**config.mk**
```make
export PLATFORM = sky130hd
export DESIGN_NAME = shift_reg_input
export DESIGN_NICKNAME = d
export VERILOG_FILES = /design/src/rtl/shift_reg_input.sv
export SDC_FILE = /design/constraint.sdc
export NUM_CORES = 1
export LEC_CHECK = 0
export BUFFER_PORTS_ARGS = -buffer_cell sky130_fd_sc_hd__buf_2
export CAP_MARGIN = 20
export CORE_MARGIN = 2
export CORE_UTILIZATION = 40
export CTS_CLUSTER_SIZE = 25
export DETAILED_ROUTE_END_ITERATION = 10
export SYNTH_ARGS = -nofsm -noshare
export SYNTH_HDL_FRONTEND = slang
export SYNTH_SLANG_ARGS = --single-unit
```
**constraint.sdc**
```tcl
create_clock -name CLK -period 1.7 [get_ports CLK]
set_clock_uncertainty 0.1 [all_clocks]
set_input_delay 0.17 -clock CLK [delete_from_list [all_inputs] [get_ports CLK]]
set_output_delay 0.17 -clock CLK [all_outputs]
set_load 0.02 [all_outputs]
```
**src/rtl/shift_reg_input.sv**
```systemverilog
// Receiver for a three-wire 74HC595-style link (data, shift clock, latch), oversampled on CLK.
// Define SHIFT_REG_INPUT_GLITCH_FILTER_EN to add a 3-sample agreement filter on each synced line.
module shift_reg_input #(
  parameter int unsigned WIDTH       = 8,
  parameter int unsigned SYNC_STAGES = 2,
  parameter int unsigned MSB_FIRST   = 1
) (
  input  logic                          CLK,
  input  logic                          RST_N,
  input  logic                          i_ds,
  input  logic                          i_sh_clk,
  input  logic                          i_latch,
  output logic [WIDTH-1:0]              o_data,
  output logic                          o_valid,
  output logic                          o_frame_err,
  output logic [$clog2(WIDTH+2)-1:0]    o_bit_count
);

  localparam int unsigned CW = $clog2(WIDTH+2);
`ifdef SHIFT_REG_INPUT_GLITCH_FILTER_EN
  localparam int unsigned ARM_CYCLES = SYNC_STAGES + 3;
`else
  localparam int unsigned ARM_CYCLES = SYNC_STAGES + 1;
`endif
  localparam int unsigned AW = $clog2(ARM_CYCLES+1);

  // Line vector layout: bit 0 = data, bit 1 = shift clock, bit 2 = latch.
  logic [2:0]       sync_q [SYNC_STAGES];
  logic [2:0]       line_s;
  logic [2:0]       line_l;
  logic [2:1]       prev_q;
  logic [2:1]       rise;
  logic [AW-1:0]    arm_cnt;
  logic             armed;
  logic             shift_ev;
  logic             lat_ev;
  logic [WIDTH-1:0] shreg;
  logic [WIDTH-1:0] shreg_nxt;
  logic [CW-1:0]    cnt_nxt;

  always_ff @(posedge CLK or negedge RST_N) begin
    if (!RST_N) begin
      for (int unsigned i = 0; i < SYNC_STAGES; i++) sync_q[i] <= '0;
    end else begin
      sync_q[0] <= {i_latch, i_sh_clk, i_ds};
      for (int unsigned i = 1; i < SYNC_STAGES; i++) sync_q[i] <= sync_q[i-1];
    end
  end

  assign line_s = sync_q[SYNC_STAGES-1];

`ifdef SHIFT_REG_INPUT_GLITCH_FILTER_EN
  logic [2:0] hist0_q;
  logic [2:0] hist1_q;
  logic [2:0] filt_q;
  logic [2:0] agree;

  // Filtered level is combinational from the held level so the filter adds two cycles, not three.
  always_comb begin
    agree  = ~(line_s ^ hist0_q) & ~(line_s ^ hist1_q);
    line_l = (agree & line_s) | (~agree & filt_q);
  end

  always_ff @(posedge CLK or negedge RST_N) begin
    if (!RST_N) begin
      hist0_q <= '0;
      hist1_q <= '0;
      filt_q  <= '0;
    end else begin
      hist0_q <= line_s;
      hist1_q <= hist0_q;
      filt_q  <= line_l;
    end
  end
`else
  always_comb line_l = line_s;
`endif

  always_ff @(posedge CLK or negedge RST_N) begin
    if (!RST_N) begin
      arm_cnt <= '0;
      prev_q  <= '0;
    end else begin
      prev_q <= line_l[2:1];
      if (!armed) arm_cnt <= arm_cnt + AW'(1);
    end
  end

  // Previous-value flops follow the lines while disarmed, so a line high through reset never edges.
  assign armed    = (arm_cnt == AW'(ARM_CYCLES));
  assign rise     = line_l[2:1] & ~prev_q & {2{armed}};
  assign shift_ev = rise[1];
  assign lat_ev   = rise[2];

  always_comb begin
    shreg_nxt = shreg;
    cnt_nxt   = o_bit_count;
    if (shift_ev) begin
      if (MSB_FIRST != 0) shreg_nxt = {shreg[WIDTH-2:0], line_l[0]};
      else                shreg_nxt = {line_l[0], shreg[WIDTH-1:1]};
      if (o_bit_count != CW'(WIDTH+1)) cnt_nxt = o_bit_count + CW'(1);
    end
  end

  always_ff @(posedge CLK or negedge RST_N) begin
    if (!RST_N) begin
      shreg       <= '0;
      o_data      <= '0;
      o_valid     <= 1'b0;
      o_frame_err <= 1'b0;
      o_bit_count <= '0;
    end else begin
      shreg       <= shreg_nxt;
      o_valid     <= lat_ev;
      o_frame_err <= lat_ev && (cnt_nxt != CW'(WIDTH));
      if (lat_ev) begin
        o_data      <= shreg_nxt;
        o_bit_count <= '0;
      end else begin
        o_bit_count <= cnt_nxt;
      end
    end
  end

endmodule

```
==> flow_results.xml, run 1 <==
<?xml version="1.0" encoding="UTF-8"?>
<metrics>
  <group name="placed_design">
    <metric name="placement.io_buffers" unit="">18</metric>
    <metric name="dp_hpwl" unit="um">1320</metric>
    <metric name="placement.cell_area" unit="sq um">1360</metric>
    <metric name="gp_congestion" unit="">0.806</metric>
    <metric name="pre_cts_slack" unit="ps">-2.60</metric>
    <metric name="placed_cells_incl_taps" unit="">147</metric>
  </group>
  <group name="worst_setup_path">
    <metric name="crit_required" unit="ps">1810</metric>
    <metric name="crit_path_end" unit="">o_frame_err</metric>
    <metric name="cpLargestDelayFamily" unit="">flip-flops</metric>
    <metric name="slowest_stage_delay_on_critical_path" unit="ps">410</metric>
    <metric name="cell_depth_of_the_worst_setup_path" unit="">5</metric>
    <metric name="worst_ep_arrival_time" unit="ps">1710</metric>
    <metric name="worstSetupStartpointType" unit="">flip-flop</metric>
    <metric name="reg2reg_path_depth" unit="">5</metric>
    <metric name="critical_path.slowest_cell" unit="">dfrtp_1</metric>
    <metric name="r2r_setup_slack" unit="ps">100</metric>
    <metric name="worstPathBufferInverterCount" unit="">0</metric>
    <metric name="critical_path.reg2reg.endpoint" unit="">o_frame_err</metric>
    <metric name="timing.critical_path.from" unit="">arm_cnt[0]</metric>
    <metric name="worst-setup-path-type" unit="">flip-flop to flip-flop</metric>
    <metric name="crit_fanout" unit="">9</metric>
    <metric name="path_cells" unit="">ha_1, and3b_2, nand2_1, mux2i_1, a31oi_1</metric>
    <metric name="crit-reg2reg-launch" unit="">arm_cnt[0]</metric>
    <metric name="critPathCaptureType" unit="">flip-flop</metric>
  </group>
  <group name="timing">
    <metric name="worst-slew-pin-transition" unit="ps">680</metric>
    <metric name="fin_crit_sh" unit="%">94.2</metric>
    <metric name="timing.slew.headroom" unit="%">54.7</metric>
    <metric name="worst_hold_slack" unit="ps">262</metric>
    <metric name="final-setup-viol-count" unit="">0</metric>
    <metric name="timing.final.crit_period" unit="ps">1600</metric>
    <metric name="rsz_0062_raised_after_global_routing" unit="">false</metric>
    <metric name="setup_ws" unit="ps">98.1</metric>
    <metric name="final_max_slew_viol_count" unit="">0</metric>
    <metric name="finalHoldViolCount" unit="">0</metric>
    <metric name="achievable-frequency" unit="GHz">0.624</metric>
    <metric name="setup-tns-final" unit="ps">0</metric>
  </group>
  <group name="clocking">
    <metric name="tritoncts" unit="">done</metric>
    <metric name="cts_buffer_depth" unit="">2</metric>
    <metric name="cts-buffers-inserted" unit="">5</metric>
    <metric name="cts.htree.levels" unit="">2</metric>
    <metric name="clk_latency" unit="ps">330</metric>
    <metric name="path_clk_slew" unit="ps">90</metric>
    <metric name="clock_sinks" unit="">32</metric>
    <metric name="clock-root-buffer" unit="">clkbuf_4</metric>
  </group>
  <group name="grt">
    <metric name="grt_start_max_net_pins" unit="">33</metric>
    <metric name="grt_first_pass_wirelength" unit="um">3400</metric>
    <metric name="global_route.usage.met3" unit="%">7.64</metric>
    <metric name="grt_pass1_vias" unit="">788</metric>
    <metric name="grt_usage" unit="%">13.9</metric>
    <metric name="met2_usage_grt" unit="%">20.5</metric>
    <metric name="grt.overflow.total" unit="">0</metric>
    <metric name="globalRoute.busiestLayer" unit="">met2</metric>
    <metric name="number_of_antenna_violations_at_the_first_check_in_global_routing" unit="">0</metric>
    <metric name="grtUsageMet1" unit="%">15.8</metric>
  </group>
  <group name="yosys">
    <metric name="synth_warnings" unit="">0</metric>
    <metric name="synth_simple_gate_area_share" unit="%">13.2</metric>
    <metric name="synth_compound_gate_area_share" unit="%">2.26</metric>
    <metric name="postSynthAreaPerCell" unit="sq um">12.8</metric>
    <metric name="synth.distinct_cells" unit="">22</metric>
    <metric name="synth.yosys.seq_area_share" unit="%">65.8</metric>
    <metric name="yosys_register_bits" unit="">32</metric>
    <metric name="synthAdderAreaFrac" unit="%">3.09</metric>
    <metric name="post_synth_instance_area" unit="sq um">1220</metric>
    <metric name="synth_top_family_by_area" unit="">simple AND/OR/NAND/NOR gates</metric>
    <metric name="synthXorXnorAreaFrac" unit="%">2.16</metric>
    <metric name="postSynthCellCount" unit="">95</metric>
    <metric name="synth_fp_nets" unit="">103</metric>
    <metric name="multiplexer_share_of_the_synthesized_area" unit="%">11.2</metric>
  </group>
  <group name="die">
    <metric name="design.portCount" unit="">19</metric>
    <metric name="floorplan.rows" unit="">20</metric>
    <metric name="initial_utilization" unit="%">40.8</metric>
    <metric name="core_area" unit="sq um">2980</metric>
    <metric name="die_height" unit="um">59.1</metric>
    <metric name="die_w" unit="um">59.1</metric>
    <metric name="die_area" unit="sq um">3500</metric>
  </group>
  <group name="cells_and_area">
    <metric name="post-route-cell-area" unit="sq um">1480</metric>
    <metric name="layout.nets" unit="">133</metric>
    <metric name="most_frequent_cells_in_the_layout" unit="">dfrtp_1, nand2_1, buf_2, mux2_2, clkbuf_4</metric>
    <metric name="n_antenna_cell" unit="">0</metric>
    <metric name="final_core_utilization" unit="%">49.5</metric>
    <metric name="layout-area-overhead-vs-synth" unit="%">21.3</metric>
    <metric name="final_common_cell" unit="">dfrtp_1</metric>
    <metric name="layout-drive-gt1-share" unit="%">34.9</metric>
    <metric name="finalNonFillerCells" unit="">159</metric>
  </group>
  <group name="detailed_routing">
    <metric name="per_cell_via_count_in_the_routed_design" unit="">4.77</metric>
    <metric name="drt_pre_antenna_iters" unit="">4</metric>
    <metric name="dr_iter_0_viols" unit="">16</metric>
    <metric name="post_dr_wirelength_cell" unit="um">12.1</metric>
    <metric name="route.final.wire_length" unit="um">1930</metric>
    <metric name="number_of_remaining_drc_errors" unit="">0</metric>
    <metric name="ant_nets" unit="">0</metric>
    <metric name="route.vias.total" unit="">759</metric>
  </group>
  <group name="min_path">
    <metric name="worst_hold_path_type" unit="">flip-flop to flip-flop</metric>
    <metric name="hold_path_startpoint" unit="">sync_q[5]</metric>
  </group>
  <group name="job">
    <metric name="timing.max_cap.violations" unit="">0</metric>
  </group>
  <group name="pwr">
    <metric name="power.leakage" unit="nW">0.758</metric>
    <metric name="ir_drop" unit="mV">0.694</metric>
    <metric name="design_power_total" unit="mW">2.01</metric>
    <metric name="powerDensity" unit="nW/um^2">1370</metric>
  </group>
  <group name="outcome">
    <metric name="outcome" unit="">finished clean</metric>
  </group>
</metrics>
[worst min-delay path by stage]
stage                      end  slack (ps)  depth (start not counted)
finish               line_l[2]         260                          0
global route         line_l[2]         270                          0
CTS                  line_l[2]         270                          0
detailed placement   o_data[7]         150                          1
global placement       o_valid         150                          1
floorplan           arm_cnt[0]        -230                          0
[layer usage]
| metal | vias to the layer above | routed length, um |
|---|---|---|
| met1 | 366 | 876 |
| met5 | - | 0 |
| met3 | 6 | 112 |
| met4 | 0 | 46 |
| li1 | 366 | - |
| met2 | 21 | 894 |
[flip-flops by register name, summed over array words and instances, names as in the netlist]
register / flops
o_data: 8
shreg: 8
o_bit_count: 4
line_l: 3
sync_q: 3
arm_cnt: 2
prev_q: 2
o_frame_err: 1
o_valid: 1
[cells in the mapped netlist]
cell type | n | area [sq um]
a21oi_1 | 1 | 5.00
and2_1 | 1 | 6.26
and3b_1 | 1 | 8.76
clkbuf_1 | 1 | 3.75
nor2_2 | 1 | 6.26
buf_2 | 1 | 5.00
inv_1 | 2 | 7.51
xnor2_1 | 2 | 17.5
o21ai_4 | 1 | 16.3
nand2_1 | 28 | 105
mux2i_1 | 2 | 20.0
buf_6 | 1 | 11.3
xor2_1 | 1 | 8.76
a31oi_1 | 1 | 6.26
ha_1 | 3 | 37.5
nor2_1 | 2 | 7.51
nand3b_1 | 1 | 7.51
nand4_1 | 1 | 6.26
or2_2 | 2 | 12.5
dfrtp_1 | 32 | 801
mux2_4 | 1 | 15.0
mux2_2 | 9 | 101
[layout make-up]
class,instances,area [sq um]
flip-flops and latches,32,801
multi-input cells,58,389
inverters,2,7.51
repair buffers,26,160
fillers,289,1500
well taps,33,41.3
clock inverters,2,35.0
clock buffers,6,41.3
[what timing repair did]
action	4_1_cts	5_1_grt
gates resized for setup	1	0
setup endpoints to repair	7	0
hold buffers	4	0
hold endpoints to repair	35	0
buffers inserted	0	0
[where the power goes]
part / leakage [nW] / switching (mW) / internal (mW)
sequential: 0.387 / 0.0873 / 0.921
combinational: 0.328 / 0.259 / 0.194
clock: 0.0422 / 0.246 / 0.308
total: 0.758 / 0.591 / 1.42
[logic make-up after synthesis]
kind of cell | after synthesis
simple gates | 37
mux | 12
flops | 32
compound gates | 3
buf+inv | 5
fa+ha+maj | 3
xor+xnor | 3
Power figures use the tool's default switching activity.
==> run 2, diff against run 1 <==
Settings changed: ABC_CLOCK_PERIOD_IN_PS set to 1700, CTS_BUF_LIST set to sky130_fd_sc_hd__clkbuf_8 sky130_fd_sc_hd__clkbuf_16.
==> flow_results.xml, run 2 (synthesis results as in run 1) <==
<?xml version="1.0" encoding="UTF-8"?>
<metrics>
  <group name="pwr">
    <metric name="share_clk_of_total_power" unit="%">32.0</metric>
    <metric name="power.leakage" unit="nW">0.775</metric>
    <metric name="power_switching" unit="mW">0.610</metric>
    <metric name="combPwrFrac" unit="%">21.1</metric>
    <metric name="sequentialPowerShare" unit="%">47.0</metric>
    <metric name="design_power_total" unit="mW">2.16</metric>
    <metric name="powerDensity" unit="nW/um^2">1430</metric>
    <metric name="power_report.internal_total" unit="mW">1.55</metric>
    <metric name="ir_drop" unit="mV">0.545</metric>
    <metric name="switching_share" unit="%">28.3</metric>
  </group>
  <group name="cells_and_area">
    <metric name="layout-drive-gt1-share" unit="%">34.9</metric>
    <metric name="finalNonFillerCells" unit="">159</metric>
    <metric name="layout.nets" unit="">133</metric>
    <metric name="final_common_cell" unit="">dfrtp_1</metric>
    <metric name="most_frequent_cells_in_the_layout" unit="">dfrtp_1, nand2_1, buf_2, mux2_2, clkbuf_8</metric>
    <metric name="nFillCells" unit="">287</metric>
    <metric name="n_antenna_cell" unit="">0</metric>
    <metric name="largest_registers" unit="">o_data: 8 flops, shreg: 8 flops, o_bit_count: 4 flops</metric>
    <metric name="layout-area-overhead-vs-synth" unit="%">23.9</metric>
  </group>
  <group name="worst_setup_path">
    <metric name="critical_path.reg2reg.endpoint" unit="">o_frame_err</metric>
    <metric name="reg2reg_path_depth" unit="">5</metric>
    <metric name="r2r_setup_slack" unit="ps">100</metric>
    <metric name="worst-setup-path-type" unit="">flip-flop to flip-flop</metric>
    <metric name="crit_fanout" unit="">9</metric>
    <metric name="crit_required" unit="ps">1760</metric>
    <metric name="path_cells" unit="">ha_1, and3b_2, nand2_1, mux2i_1, a31oi_1</metric>
    <metric name="worst_ep_arrival_time" unit="ps">1650</metric>
    <metric name="worstSetupStartpointType" unit="">flip-flop</metric>
    <metric name="critical_path.slowest_cell" unit="">dfrtp_1</metric>
    <metric name="slowest_stage_delay_on_critical_path" unit="ps">400</metric>
    <metric name="crit-reg2reg-launch" unit="">arm_cnt[0]</metric>
    <metric name="cpLargestDelayFamily" unit="">simple AND/OR/NAND/NOR gates</metric>
    <metric name="cell_depth_of_the_worst_setup_path" unit="">5</metric>
    <metric name="critPathCaptureType" unit="">flip-flop</metric>
    <metric name="worstPathBufferInverterCount" unit="">0</metric>
  </group>
  <group name="detailed_routing">
    <metric name="drt_pre_antenna_iters" unit="">4</metric>
    <metric name="per_cell_via_count_in_the_routed_design" unit="">4.75</metric>
    <metric name="route.final.wire_length" unit="um">1970</metric>
    <metric name="number_of_remaining_drc_errors" unit="">0</metric>
    <metric name="dr_iter_0_viols" unit="">17</metric>
    <metric name="route.vias.total" unit="">756</metric>
    <metric name="post_dr_wirelength_cell" unit="um">12.4</metric>
    <metric name="ant_nets" unit="">0</metric>
  </group>
  <group name="placed_design">
    <metric name="dp_hpwl" unit="um">1320</metric>
    <metric name="gp_congestion" unit="">0.806</metric>
    <metric name="placed_cells_incl_taps" unit="">147</metric>
    <metric name="placement.io_buffers" unit="">18</metric>
  </group>
  <group name="min_path">
    <metric name="hold_path_startpoint" unit="">sync_q[5]</metric>
    <metric name="cell_depth_of_the_worst_hold_path" unit="">0</metric>
    <metric name="worst_hold_path_type" unit="">flip-flop to flip-flop</metric>
    <metric name="min_to" unit="">line_l[2]</metric>
  </group>
  <group name="grt">
    <metric name="grt_first_pass_wirelength" unit="um">3440</metric>
    <metric name="grt.overflow.total" unit="">0</metric>
    <metric name="grt_pass1_vias" unit="">787</metric>
    <metric name="number_of_antenna_violations_at_the_first_check_in_global_routing" unit="">0</metric>
    <metric name="grt_usage" unit="%">14.1</metric>
    <metric name="grt_start_max_net_pins" unit="">33</metric>
  </group>
  <group name="timing">
    <metric name="fin_crit_sh" unit="%">93.9</metric>
    <metric name="timing.final.crit_period" unit="ps">1600</metric>
    <metric name="achievable-frequency" unit="GHz">0.626</metric>
    <metric name="worst-slew-pin-transition" unit="ps">685</metric>
    <metric name="finalHoldViolCount" unit="">0</metric>
    <metric name="final_max_slew_viol_count" unit="">0</metric>
    <metric name="final-setup-viol-count" unit="">0</metric>
    <metric name="rsz_0062_raised_after_global_routing" unit="">false</metric>
    <metric name="timing.slew.headroom" unit="%">54.3</metric>
  </group>
  <group name="clocking">
    <metric name="path_clk_slew" unit="ps">60</metric>
    <metric name="tritoncts" unit="">done</metric>
    <metric name="clock-root-buffer" unit="">clkbuf_8</metric>
    <metric name="cts-buffers-inserted" unit="">5</metric>
    <metric name="cts.htree.levels" unit="">2</metric>
    <metric name="cts_setup_buffers" unit="">0</metric>
    <metric name="clk_latency" unit="ps">280</metric>
    <metric name="cts_buffer_depth" unit="">2</metric>
    <metric name="clock_sinks" unit="">32</metric>
  </group>
  <group name="die">
    <metric name="die_area" unit="sq um">3500</metric>
    <metric name="initial_utilization" unit="%">40.8</metric>
    <metric name="design.portCount" unit="">19</metric>
    <metric name="die_height" unit="um">59.1</metric>
    <metric name="core_area" unit="sq um">2980</metric>
    <metric name="floorplan.rows" unit="">20</metric>
    <metric name="die_w" unit="um">59.1</metric>
  </group>
  <group name="job">
    <metric name="timing.max_cap.violations" unit="">0</metric>
  </group>
  <group name="outcome">
    <metric name="outcome" unit="">finished clean</metric>
  </group>
</metrics>
==> run 2: cell count changes in the layout (fill, tap and decap cells not counted), sizes merged <==
| cell | before | now |
|---|---|---|
| clkbuf | 6 | 5 |
| inv | 2 | 3 |
==> run 2: layout make-up <==
class	instances	area, sq um	share of cell area (%)
flip-flops and latches	32	801	53.2
multi-input cells	58	389	25.8
repair buffers	26	160	10.6
clock buffers	5	68.8	4.57
well taps	33	41.3	2.74
clock inverters	3	38.8	2.57
inverters	2	7.51	0.498
==> run 2: worst register-to-register path, cell delays in order (launching register included) <==
cell	delay, ps
dfrtp_1	400
ha_1	210
and3b_2	300
nand2_1	120
mux2i_1	240
a31oi_1	100
==> run 2: timing repair <==
item	4_1_cts	5_1_grt
hold buffers	4	0
gates resized for setup	1	0
hold endpoints to repair	35	0
endpoints found under the setup margin	5	0
==> run 2: power by group through the flow <==
stage | Clock (mW) | Sequential, mW | Combinational [mW]
finish | 0.689 | 1.01 | 0.454
global route | 0.754 | 1.03 | 0.504
CTS | 0.715 | 1.02 | 0.460
detailed placement | 0 | 1.03 | 0.452
global placement | 0 | 1.02 | 0.440
floorplan | 0 | 1.11 | 0.212
==> run 2: stage by stage <==
stage	area [sq um]	worst slack (ps)	TNS, ps	hold slack (ps)	util (%)
2_1_floorplan	1220	130	0	-226	-
3_3_place_gp	1360	43.4	0	152	45.6
3_5_place_dp	1360	-2.60	-2.60	154	45.6
4_1_cts	1510	99.8	0	257	50.6
5_1_grt	1510	20.4	0	261	50.6
6_report	1510	103	0	255	50.6
==> run 2: worst max-delay path by stage <==
stage                   start        endpoint  slack (ps)
2_1_floorplan      arm_cnt[0]  o_bit_count[1]         130
3_3_place_gp       arm_cnt[0]       o_data[3]          40
5_1_grt        o_bit_count[1]     o_frame_err          20
6_report           arm_cnt[0]     o_frame_err         100
4_1_cts            arm_cnt[0]     o_frame_err         100
3_5_place_dp       arm_cnt[0]     o_frame_err          -3
==> run 2: routing by layer <==
| layer | routed length, um | track usage [%] | share of wire [%] | up-vias |
|---|---|---|---|---|
| met5 | 0 | 0 | 0 | - |
| met4 | 10 | 8.44 | 0.51 | 0 |
| met3 | 119 | 7.64 | 6.0 | 2 |
| met2 | 950 | 21.3 | 48 | 22 |
| met1 | 892 | 15.5 | 45 | 369 |
| li1 | - | - | - | 363 |
==> run 3, diff against run 2 <==
Settings changed: CELL_PAD_IN_SITES_DETAIL_PLACEMENT set to 0, CELL_PAD_IN_SITES_GLOBAL_PLACEMENT set to 1, PLACE_DENSITY_LB_ADDON set to 0.1, SETUP_SLACK_MARGIN set to 0.5, SKIP_LAST_GASP set to 1.
==> flow_results.xml, run 3 (synthesis results as in run 1) <==
<?xml version="1.0" encoding="UTF-8"?>
<metrics>
  <group name="timing">
    <metric name="worst_hold_slack" unit="ps">249</metric>
    <metric name="setup-tns-final" unit="ps">0</metric>
    <metric name="finalHoldViolCount" unit="">0</metric>
    <metric name="worst-slew-pin-transition" unit="ps">400</metric>
    <metric name="rsz_0062_raised_after_global_routing" unit="">true</metric>
    <metric name="timing.final.crit_period" unit="ps">1590</metric>
    <metric name="final-setup-viol-count" unit="">0</metric>
    <metric name="fin_crit_sh" unit="%">93.3</metric>
    <metric name="final_max_slew_viol_count" unit="">0</metric>
    <metric name="timing.slew.headroom" unit="%">73.4</metric>
    <metric name="achievable-frequency" unit="GHz">0.631</metric>
  </group>
  <group name="clocking">
    <metric name="cts_buffer_depth" unit="">2</metric>
    <metric name="clk_latency" unit="ps">280</metric>
    <metric name="cts.htree.levels" unit="">2</metric>
    <metric name="cts-buffers-inserted" unit="">5</metric>
    <metric name="path_clk_slew" unit="ps">70</metric>
    <metric name="tritoncts" unit="">done</metric>
    <metric name="clock_sinks" unit="">32</metric>
    <metric name="clock-root-buffer" unit="">clkbuf_8</metric>
  </group>
  <group name="placed_design">
    <metric name="gp_congestion" unit="">0.747</metric>
    <metric name="placement.io_buffers" unit="">18</metric>
    <metric name="placed_cells_incl_taps" unit="">145</metric>
    <metric name="placement.cell_area" unit="sq um">1380</metric>
    <metric name="dp_hpwl" unit="um">1250</metric>
  </group>
  <group name="grt">
    <metric name="grt_pass1_vias" unit="">751</metric>
    <metric name="grt_start_max_net_pins" unit="">33</metric>
    <metric name="grt_first_pass_wirelength" unit="um">3560</metric>
    <metric name="grt.overflow.total" unit="">0</metric>
    <metric name="number_of_antenna_violations_at_the_first_check_in_global_routing" unit="">0</metric>
    <metric name="grt_usage" unit="%">14.6</metric>
  </group>
  <group name="worst_setup_path">
    <metric name="crit_fanout" unit="">9</metric>
    <metric name="worst-setup-path-type" unit="">flip-flop to flip-flop</metric>
    <metric name="worst_ep_arrival_time" unit="ps">1640</metric>
    <metric name="critPathCaptureType" unit="">flip-flop</metric>
    <metric name="crit_required" unit="ps">1760</metric>
    <metric name="worstSetupStartpointType" unit="">flip-flop</metric>
  </group>
  <group name="cells_and_area">
    <metric name="most_frequent_cells_in_the_layout" unit="">dfrtp_1, nand2_1, buf_2, mux2_2, clkbuf_8</metric>
    <metric name="final_common_cell" unit="">dfrtp_1</metric>
    <metric name="post-route-cell-area" unit="sq um">1620</metric>
    <metric name="layout.nets" unit="">139</metric>
    <metric name="layout-area-overhead-vs-synth" unit="%">32.8</metric>
    <metric name="multi_input_area" unit="sq um">443</metric>
    <metric name="n_antenna_cell" unit="">0</metric>
    <metric name="area.sequential" unit="sq um">805</metric>
    <metric name="layout-drive-gt1-share" unit="%">45.5</metric>
    <metric name="finalNonFillerCells" unit="">165</metric>
    <metric name="nFillCells" unit="">248</metric>
    <metric name="largest_registers" unit="">o_data: 8 flops, shreg: 8 flops, o_bit_count: 4 flops</metric>
  </group>
  <group name="job">
    <metric name="timing.max_cap.violations" unit="">0</metric>
  </group>
  <group name="pwr">
    <metric name="power.leakage" unit="nW">0.811</metric>
    <metric name="design_power_total" unit="mW">2.10</metric>
    <metric name="powerDensity" unit="nW/um^2">1300</metric>
    <metric name="ir_drop" unit="mV">0.655</metric>
  </group>
  <group name="detailed_routing">
    <metric name="drt_pre_antenna_iters" unit="">2</metric>
    <metric name="number_of_remaining_drc_errors" unit="">0</metric>
    <metric name="post_dr_wirelength_cell" unit="um">13.8</metric>
    <metric name="dr_iter_0_viols" unit="">21</metric>
    <metric name="route.final.wire_length" unit="um">2280</metric>
    <metric name="per_cell_via_count_in_the_routed_design" unit="">4.70</metric>
    <metric name="ant_nets" unit="">0</metric>
    <metric name="route.vias.total" unit="">775</metric>
  </group>
  <group name="die">
    <metric name="die_w" unit="um">59.1</metric>
    <metric name="core_area" unit="sq um">2980</metric>
    <metric name="die_height" unit="um">59.1</metric>
    <metric name="die_area" unit="sq um">3500</metric>
    <metric name="floorplan.rows" unit="">20</metric>
    <metric name="initial_utilization" unit="%">40.8</metric>
    <metric name="design.portCount" unit="">19</metric>
  </group>
  <group name="outcome">
    <metric name="outcome" unit="">finished clean</metric>
  </group>
  <group name="min_path">
    <metric name="worst_hold_path_type" unit="">flip-flop to flip-flop</metric>
  </group>
</metrics>
run 3: critical path, stage by stage (launching register included):
cell     delay, ps
dfrtp_1        420
ha_4           180
and3b_2        210
buf_12         140
o21ai_4         80
mux2i_1        240
a31oi_1        100
run 3: where the power goes:
group / leakage (nW) / total [mW] / switching [mW] / internal, mW
clock network: 0.0510 / 0.598 / 0.275 / 0.323
registers: 0.383 / 1.02 / 0.0902 / 0.926
logic: 0.377 / 0.484 / 0.269 / 0.215
run 3: layout make-up:
class / instances / share of cell area (%)
Multi-Input combinational cell: 59 / 27.4
Clock inverter: 2 / 0.620
Tap cell: 33 / 2.56
Timing Repair Buffer: 30 / 13.0
Clock buffer: 6 / 5.11
Inverter: 2 / 0.930
Sequential cell: 32 / 49.8
Timing Repair inverter: 1 / 0.542
run 3: through the flow:
stage | worst slack, ps | util, %
6_report | 114 | 54.2
5_1_grt | 57.0 | 54.2
4_1_cts | 151 | 52.1
3_5_place_dp | 117 | 46.3
3_3_place_gp | 136 | 46.3
2_1_floorplan | 207 | -
run 3: worst paths after layout:
path	from	endpoint	slack (ps)	cells after the start
max in group asynchronous	RST_N	o_bit_count[0]	850	3
min in group asynchronous	RST_N	o_frame_err	340	3
worst min register to register	sync_q[4]	line_l[1]	250	0
worst max register to register	arm_cnt[1]	o_frame_err	110	6
worst max-delay path	arm_cnt[1]	o_frame_err	110	6
worst min-delay path	sync_q[4]	line_l[1]	250	0
run 3: per-layer routing:
| metal | global-route usage (%) | vias up | wire, um |
|---|---|---|---|
| li1 | - | 382 | - |
| met1 | 19.6 | 376 | 1100 |
| met2 | 21.0 | 15 | 1070 |
| met3 | 4.59 | 2 | 78 |
| met4 | 7.79 | 0 | 29 |
| met5 | 0 | - | 0 |
run 3: repair_timing:
action	CTS	global route
setup endpoints to repair	23	25
endpoints found under the hold margin	35	0
gates resized for setup	3	11
gates cloned	0	2
pin swaps	3	4
hold buffers	4	0
setup buffers	4	2
